## src/rtl/lsu_pkg.sv

```systemverilog
// Shared definitions for the data-memory load/store unit.
//   - access size encodings carried on req_size
//   - FSM state type
//   - default base address of the data-memory window
//   - size_to_bytes: number of RAM byte transfers for a size code
package lsu_pkg;

    localparam logic [1:0] SIZE_B = 2'b00;
    localparam logic [1:0] SIZE_H = 2'b01;
    localparam logic [1:0] SIZE_W = 2'b10;

    localparam logic [31:0] DMEM_BASE_DEFAULT = 32'h0000_1000;

    typedef enum logic [1:0] {
        IDLE   = 2'd0,
        ACCESS = 2'd1,
        RESP   = 2'd2
    } lsu_state_e;

    // Illegal size returns 0; such requests never reach ACCESS.
    function automatic logic [2:0] size_to_bytes(input logic [1:0] size);
        logic [2:0] n;
        unique case (size)
            SIZE_B:  n = 3'd1;
            SIZE_H:  n = 3'd2;
            SIZE_W:  n = 3'd4;
            default: n = 3'd0;
        endcase
        return n;
    endfunction

endpackage

```

## src/rtl/load_extend.sv

```systemverilog
// Load data extension (combinational).
//   i_buf      : assembled little-endian load buffer
//   i_size     : access size code (byte / half / word)
//   i_unsigned : 1 = zero-extend, 0 = sign-extend
//   o_rdata    : extended load result
module load_extend
    import lsu_pkg::*;
#(
    parameter int unsigned DATA_WIDTH = 32,
    parameter int unsigned BYTE_WIDTH = 8
) (
    input  logic [DATA_WIDTH-1:0] i_buf,
    input  logic [1:0]            i_size,
    input  logic                  i_unsigned,
    output logic [DATA_WIDTH-1:0] o_rdata
);

    localparam int unsigned HALF_WIDTH = 2 * BYTE_WIDTH;

    logic w_sign_b;
    logic w_sign_h;

    assign w_sign_b = ~i_unsigned & i_buf[BYTE_WIDTH-1];
    assign w_sign_h = ~i_unsigned & i_buf[HALF_WIDTH-1];

    always_comb begin
        o_rdata = i_buf;
        unique case (i_size)
            SIZE_B:  o_rdata = {{(DATA_WIDTH-BYTE_WIDTH){w_sign_b}}, i_buf[BYTE_WIDTH-1:0]};
            SIZE_H:  o_rdata = {{(DATA_WIDTH-HALF_WIDTH){w_sign_h}}, i_buf[HALF_WIDTH-1:0]};
            default: o_rdata = i_buf;
        endcase
    end

endmodule

```

## src/rtl/data_mem_lsu.sv

```systemverilog
// Load/store unit between the CPU datapath and a byte-wide data RAM.
// One request at a time; each access is split into 1/2/4 byte RAM
// transactions in little-endian order, then answered on a valid/ready
// response channel.
//   i_clk, i_rst_n            : clock, asynchronous active-low reset
//   i_req_* / o_req_ready     : request channel (we, size, unsigned, addr, wdata)
//   o_resp_* / i_resp_ready   : response channel (err, rdata)
//   o_mem_addr/we/wdata       : RAM byte port outputs
//   i_mem_rdata               : RAM asynchronous read byte at o_mem_addr
module data_mem_lsu
    import lsu_pkg::*;
#(
    parameter int unsigned          ADDRESS_WIDTH = 12,
    parameter int unsigned          DATA_WIDTH    = 32,
    parameter int unsigned          BYTE_WIDTH    = 8,
    parameter logic [DATA_WIDTH-1:0] DMEM_BASE    = DMEM_BASE_DEFAULT
) (
    input  logic                     i_clk,
    input  logic                     i_rst_n,
    input  logic                     i_req_valid,
    output logic                     o_req_ready,
    input  logic                     i_req_we,
    input  logic [1:0]               i_req_size,
    input  logic                     i_req_unsigned,
    input  logic [DATA_WIDTH-1:0]    i_req_addr,
    input  logic [DATA_WIDTH-1:0]    i_req_wdata,
    output logic                     o_resp_valid,
    input  logic                     i_resp_ready,
    output logic                     o_resp_err,
    output logic [DATA_WIDTH-1:0]    o_resp_rdata,
    output logic [ADDRESS_WIDTH-1:0] o_mem_addr,
    output logic                     o_mem_we,
    output logic [BYTE_WIDTH-1:0]    o_mem_wdata,
    input  logic [BYTE_WIDTH-1:0]    i_mem_rdata
);

    lsu_state_e r_state;
    lsu_state_e w_state_next;

    logic [ADDRESS_WIDTH-1:0] r_addr;
    logic [1:0]               r_size;
    logic                     r_we;
    logic                     r_unsigned;
    logic [DATA_WIDTH-1:0]    r_wdata;
    logic [DATA_WIDTH-1:0]    r_buf;
    logic                     r_err;
    logic [1:0]               r_cnt;

    logic [DATA_WIDTH-1:0]    w_offset;
    logic                     w_in_window;
    logic                     w_req_err;
    logic                     w_accept;
    logic                     w_last;
    logic [DATA_WIDTH-1:0]    w_ext_data;

    // Below-base addresses wrap to a huge offset, so one upper-bits test
    // covers both ends of the window.
    assign w_offset    = i_req_addr - DMEM_BASE;
    assign w_in_window = (w_offset >> ADDRESS_WIDTH) == '0;

    always_comb begin
        w_req_err = ~w_in_window;
        unique case (i_req_size)
            SIZE_B:  ;
            SIZE_H:  w_req_err = w_req_err | i_req_addr[0];
            SIZE_W:  w_req_err = w_req_err | (|i_req_addr[1:0]);
            default: w_req_err = 1'b1;
        endcase
    end

    assign w_accept = (r_state == IDLE) && i_req_valid;
    assign w_last   = {1'b0, r_cnt} == (size_to_bytes(r_size) - 3'd1);

    // State register
    always_ff @(posedge i_clk or negedge i_rst_n) begin
        if (!i_rst_n) begin
            r_state <= IDLE;
        end else begin
            r_state <= w_state_next;
        end
    end

    // Next-state logic
    always_comb begin
        w_state_next = r_state;
        unique case (r_state)
            IDLE: begin
                if (i_req_valid) begin
                    w_state_next = w_req_err ? RESP : ACCESS;
                end
            end
            ACCESS: begin
                if (w_last) begin
                    w_state_next = RESP;
                end
            end
            RESP: begin
                if (i_resp_ready) begin
                    w_state_next = IDLE;
                end
            end
            default: w_state_next = IDLE;
        endcase
    end

    // Request latch, byte counter and load buffer
    always_ff @(posedge i_clk or negedge i_rst_n) begin
        if (!i_rst_n) begin
            r_addr     <= '0;
            r_size     <= SIZE_B;
            r_we       <= 1'b0;
            r_unsigned <= 1'b0;
            r_wdata    <= '0;
            r_buf      <= '0;
            r_err      <= 1'b0;
            r_cnt      <= '0;
        end else if (w_accept) begin
            r_addr     <= w_offset[ADDRESS_WIDTH-1:0];
            r_size     <= i_req_size;
            r_we       <= i_req_we;
            r_unsigned <= i_req_unsigned;
            r_wdata    <= i_req_wdata;
            r_buf      <= '0;
            r_err      <= w_req_err;
            r_cnt      <= '0;
        end else if (r_state == ACCESS) begin
            if (!r_we) begin
                r_buf[r_cnt*BYTE_WIDTH +: BYTE_WIDTH] <= i_mem_rdata;
            end
            r_cnt <= r_cnt + 2'd1;
        end
    end

    load_extend #(
        .DATA_WIDTH (DATA_WIDTH),
        .BYTE_WIDTH (BYTE_WIDTH)
    ) u_load_extend (
        .i_buf      (r_buf),
        .i_size     (r_size),
        .i_unsigned (r_unsigned),
        .o_rdata    (w_ext_data)
    );

    // Outputs decoded from the state register and latched request only
    always_comb begin
        o_req_ready  = 1'b0;
        o_resp_valid = 1'b0;
        o_resp_err   = 1'b0;
        o_resp_rdata = '0;
        o_mem_addr   = '0;
        o_mem_we     = 1'b0;
        o_mem_wdata  = '0;
        unique case (r_state)
            IDLE: begin
                o_req_ready = 1'b1;
            end
            ACCESS: begin
                o_mem_addr  = r_addr + ADDRESS_WIDTH'(r_cnt);
                o_mem_we    = r_we;
                o_mem_wdata = r_wdata[r_cnt*BYTE_WIDTH +: BYTE_WIDTH];
            end
            RESP: begin
                o_resp_valid = 1'b1;
                o_resp_err   = r_err;
                if (!r_err && !r_we) begin
                    o_resp_rdata = w_ext_data;
                end
            end
            default: ;
        endcase
    end

endmodule

```

## config.mk

```make
export PLATFORM = sky130hd
export DESIGN_NAME = data_mem_lsu
export DESIGN_NICKNAME = d
export VERILOG_FILES = /design/src/rtl/lsu_pkg.sv /design/src/rtl/load_extend.sv /design/src/rtl/data_mem_lsu.sv
export SDC_FILE = /design/constraint.sdc
export NUM_CORES = 1
export LEC_CHECK = 0
export CORE_MARGIN = 2
export CORE_UTILIZATION = 38
export DETAILED_ROUTE_END_ITERATION = 10
export PLACE_DENSITY = 0.71
export SYNTH_ARGS = -nofsm -noshare
export SYNTH_HDL_FRONTEND = slang
export SYNTH_HIERARCHICAL = 1
export SYNTH_SLANG_ARGS = --single-unit
```

## constraint.sdc

```tcl
create_clock -name i_clk -period 3.2 [get_ports i_clk]
set_clock_uncertainty 0.05 [all_clocks]
set_input_delay 0.96 -clock i_clk [delete_from_list [all_inputs] [get_ports i_clk]]
set_output_delay 0.96 -clock i_clk [all_outputs]
set_load 0.02 [all_outputs]
```

## Word level (Yosys, flattened, before mapping)

Cells that the tools add are included.

- Word-level logic and storage cells: 68
- Register bits after elaboration: 85
- Input bits: 80

- Bitwise operators: 6
- Add/subtract/negate cells: 5
- Shift operators: 3
- Reduce and logical (&&, ||, !) cells: 12
- Equality and inequality tests: 11
- Muxes and demuxes: 22

Operators by type and width:

| cell | number |
|---|---|
| 32-bit two-way mux | 5 |
| 32-bit case mux with 2 select lines | 1 |
| 5-bit negation with 34-bit output | 1 |
| 8-bit by 34-bit variable shift with 32-bit output (first input constant) | 1 |
| 8-bit by 34-bit variable part select with 32-bit output | 1 |
| 32-bit bitwise mux | 1 |
| 32-bit zero test | 1 |
| 32-bit by 6-bit variable part select with 8-bit output | 1 |
| 32-bit by 13-bit subtractor with 32-bit output (second input constant) | 1 |
| 12-bit by 2-bit adder with 12-bit output | 1 |
| 12-bit two-way mux | 1 |
| 2-bit two-way mux | 6 |
| 3-bit case mux with 3 select lines | 1 |
| 8-bit two-way mux | 1 |
| 2-bit by 1-bit == test with 1-bit output (second input constant) | 3 |
| 2-bit == test (second input constant) | 3 |
| 2-bit zero test | 3 |
| 2-bit != test (second input constant) | 3 |
| 2-bit case mux with 3 select lines | 1 |
| 1-bit two-way mux | 4 |
| 2-bit by 3-bit == test with 1-bit output | 1 |
| 1-bit case mux with 3 select lines | 1 |
| 3-bit AND reduction | 1 |
| 3-bit by 1-bit subtractor with 3-bit output (second input constant) | 1 |
| 10 further kinds | 15 |

## Logic depth before layout (Yosys ltp)

- Depth in word-level cells: 8
- Depth in mapped cells: 9

## Hierarchy

The synthesis kept the hierarchy.

Modules (own cells, without submodules):

| module | cells an instance | area an instance (µm²) | instances | sequential area each (µm²) |
|---|---|---|---|---|
| data_mem_lsu | 451 | 4277.9 | 1 | 2127.0 |
| load_extend | 67 | 355.3 | 1 | 0.0 |

## Worst setup path before layout

No wires, ideal clock.

- Path kind: reg-to-output
- Start: register r_state[0]
- End: output o_resp_rdata[10]
- Buffers on the path: 2
- Path slack: 417 ps
- Arrival: 1773 ps
- Stages on the path, launching flop included: 6
- Cell sequence: dfrtp_1 -> buf_6 -> nor2b_1 -> nor3b_1 -> clkbuf_1 -> and2_1

- Word-level cells in the longest chain between the ends: 2

RTL lines:

| element | line | text |
|---|---|---|
| start: declaration | data_mem_lsu.sv:37 | `lsu_state_e r_state;` |
| start signal: assignment | data_mem_lsu.sv:79 | `r_state <= w_state_next;` |
| 2-bit == test | data_mem_lsu.sv:153 | `unique case (r_state)` |
| 32-bit two-way mux | data_mem_lsu.sv:153 |  |
| end: declaration | data_mem_lsu.sv:30 | `output logic [DATA_WIDTH-1:0] o_resp_rdata,` |

Every way passes these cells.

## Worst setup path in the final report

- Start: register r_cnt[0]
- End: output o_mem_wdata[2]

- Word-level cells in the longest chain between the ends: 2

RTL lines:

| element | line | text |
|---|---|---|
| start: declaration | data_mem_lsu.sv:47 | `logic [1:0] r_cnt;` |
| start signal: assignment | data_mem_lsu.sv:130 | `r_cnt <= r_cnt + 2'd1;` |
| 32-bit by 6-bit variable part select with 8-bit output | data_mem_lsu.sv:160 | `o_mem_wdata = r_wdata[r_cnt*BYTE_WIDTH +: BYTE_WIDTH];` |
| 8-bit two-way mux | data_mem_lsu.sv:153 |  |
| end: declaration | data_mem_lsu.sv:33 | `output logic [BYTE_WIDTH-1:0] o_mem_wdata,` |

Every way passes these cells.

==> results.cfg <==
[cts]
cts_setup_buffers = 0
clock-sinks = 85
cts_buffers = 9
holdBufCountCts = 0
htree_levels = 3
cts_root_buf = clkbuf_16
cts.clk_slew.worst_paths_ns = 0.06
clock_path_buffers = 2
cts_tree = built
post_cts_resized = 15
clk_latency_ns = 0.33

[grt]
grtUsageTotal_pct = 18.3
grt_overflow = 0
grt_use_met2_pct = 30.1
use_met3_pct = 2.86
use_met1_pct = 25.1
antenna_found_initial = 0
grt_pass1_wl_um = 19200
grt_max_degree = 46
first_global_vias = 3885
grt.busiest_layer = met2

[floorplan]
die_y_um = 114
initial_utilization_pct = 38.7
dieArea_sq_um = 13100
ioPinCount = 136
std_cell_rows = 40
core-area_sq_um = 12000
dieWidth_um = 114

[logic_synthesis]
synth-main-ff-cell = dfrtp_1
avgSynthCellArea_sq_um = 8.94
syn_inst = 518
synth_fp_nets = 608
synth_cell_type_count = 45
ys_seq_area_share_pct = 45.9
synth_area_sq_um = 4630
yosysWarnings = 6
synth.ff_latch_count = 85
async_flop_share_pct = 100
synth_edf_count = 0

[setup_path]
reg2regPathDepth = 6
cp.arrival_ns = 2.12
cp_max_fo = 18
r2r_start = r_cnt[1]$_DFFE_PN0P_
end_kind = output pin
regToRegSetupSlack_ns = 1.03
cp_cell_sequence = buf_12, mux4_2, and2_1, clkdlybuf4s50_1
max_stage_delay_ns = 0.53
crit_slowest_cell = clkdlybuf4s50_1
crit_type = reg2out
timing.rr.end = r_buf[19]$_DFFE_PN0P_
critPathRequiredTime_ns = 2.19
startpoint_type = flop

[power_and_ir_drop]
powerDensity_nw_per_um2 = 718
p_int_uw = 2890
clkPwrFrac_pct = 21.9
p_comb_share_pct = 42.1
switching_share_pct = 37.6
ir_drop_mv = 0.294
p_leak_uw = 0.00330
pwr-share-seq_pct = 36.0
power.total_uw = 4630
p_sw_uw = 1740

[sta]
setup_viol = 0
worst_pin_slew_ns = 0.548
rsz0062_at_grt = false
fmax_mhz = 319
drv_slew = 0
hold_viol = 0
layout_min_cycle_time_ns = 3.13
slew-limit-headroom_pct = 63.0
min_period_over_period_pct = 98.0
finalSetupTns_ns = 0

[layout]
fin_area_sq_um = 6450
layout_commonest_cell = nand2_1
fin_cells = 793
final_nets = 731
n_antenna_cell = 0
drive_gt1_share_pct = 9.29
regArea_sq_um = 2130
nFillCells = 1113
multiInputGateArea_sq_um = 2270
area_growth_syn_to_layout_pct = 39.1
layout_common_cells = nand2_1 (182), clkdlybuf4s50_1 (104), dfrtp_1 (85)

[hold_path]
hp-class = reg2reg
hold_path_end = r_wdata[21]$_DFFE_PN0P_
worstHoldStart = r_wdata[21]$_DFFE_PN0P_
hold_depth = 2

[route]
first_iter_violations = 196
viasPerCell = 4.99
drt_wl_total_um = 11700
vias = 3958
ant_nets = 0
firstDrtPassIters = 4
routedWlPerCell_um = 14.8
drc = 0

[place]
hpwl_um = 8560
port_buffers = 135
place_area_sq_um = 6090
gp_congestion = 0.796
dp.cells = 777

[outcome]
outcome = complete, no violations

[flow_run]
max-cap-violations = 0
-- routing by layer --
metal | vias to the layer above | routed length, um
met4 | 2 | 153
met3 | 10 | 517
met2 | 115 | 5580
met5 | - | 19
met1 | 1869 | 5440
li1 | 1962 | -
-- sequential cells by signal (all words and copies together), names as in the netlist --
register / count
r_addr: 12
r_buf: 32
r_cnt: 2
r_err: 1
r_size: 2
r_state: 2
r_unsigned: 1
r_wdata: 32
r_we: 1
-- area by class of cell --
type	instances	area share, %
tap	147	2.85
timing repair buffer	153	23.9
multi-input combinational	384	35.2
sequential	85	33.0
inverter	8	0.466
clock buffer	13	4.35
clock inverter	3	0.272
-- critical path: cells and delay by family, from the launching register on --
| family | cells | cell delay [ns] |
|---|---|---|
| muxes | 1 | 0.50 |
| DFF | 1 | 0.39 |
| and+or+nand+nor | 1 | 0.18 |
| buffers and inverters | 2 | 0.72 |
-- per-stage QoR --
stage                     hold WS (ns)  worst slack, ns  util [%]
after floorplan                  0.390            0.417         -
after global placement           0.404            0.111      50.9
after detailed placement         0.407           0.0896      50.9
after CTS                        0.421         -0.00172      53.4
after global routing             0.445         0.000363      53.9
final                            0.419           0.0654      53.9
-- how the worst max path moves through the flow --
| stage | start | endpoint | slack [ns] | cells after the start |
|---|---|---|---|---|
| final | r_cnt[0]$_DFFE_PN0P_ | o_mem_wdata[2] | 0.07 | 4 |
| after global routing | r_cnt[0]$_DFFE_PN0P_ | o_mem_wdata[2] | 0.0004 | 4 |
| after CTS | r_cnt[0]$_DFFE_PN0P_ | o_mem_addr[10] | -0.002 | 7 |
| after detailed placement | r_addr[0]$_DFFE_PN0P_ | o_mem_addr[10] | 0.09 | 7 |
| after global placement | r_addr[0]$_DFFE_PN0P_ | o_mem_addr[10] | 0.11 | 7 |
| after floorplan | r_state[0]$_DFFE_PN0P_ | o_resp_rdata[10] | 0.42 | 5 |
-- synthesized netlist by cell type (2+ instances only) --
library cell | count | share of area [%]
a21o_1 | 4 | 0.65
a21oi_1 | 2 | 0.22
a22o_1 | 25 | 4.7
and2_1 | 44 | 5.9
buf_2 | 6 | 0.65
buf_4 | 9 | 1.5
buf_6 | 5 | 1.2
clkbuf_1 | 20 | 1.6
dfrtp_1 | 85 | 46
ha_1 | 9 | 2.4
inv_1 | 8 | 0.65
mux4_2 | 8 | 3.9
nand2_1 | 182 | 15
nand2b_1 | 2 | 0.27
nand3_1 | 5 | 0.54
nand3b_1 | 5 | 0.81
nand4_1 | 2 | 0.27
nor2_1 | 11 | 0.89
nor2b_1 | 2 | 0.27
nor3_1 | 5 | 0.54
nor4_1 | 6 | 0.81
nor4b_4 | 2 | 1.0
o21ai_0 | 41 | 4.4
xnor2_1 | 8 | 1.5
xor2_1 | 2 | 0.38
-- cell families (layout without fill, tap and decap cells) --
logic type	after synthesis	in the layout	synth area share [%]
buffers and inverters	49	177	5.70
flip-flops	85	85	45.9
adder cells (fa/ha/maj)	10	10	2.86
multiplexers	9	9	4.19
AND/OR/NAND/NOR	277	277	28.3
AO/OA/AOI/OAI	78	78	11.2
XOR/XNOR	10	10	1.89
-- power by group through the flow --
stage | logic, uW | clock network, uW | registers (uW)
CTS | 1960 | 1030 | 1660
finish | 1950 | 1010 | 1670
global route | 2170 | 1080 | 1720
global placement | 1910 | 0 | 1660
floorplan | 1370 | 0 | 1630
detailed placement | 1950 | 0 | 1680
Power figures use the tool's default switching activity.
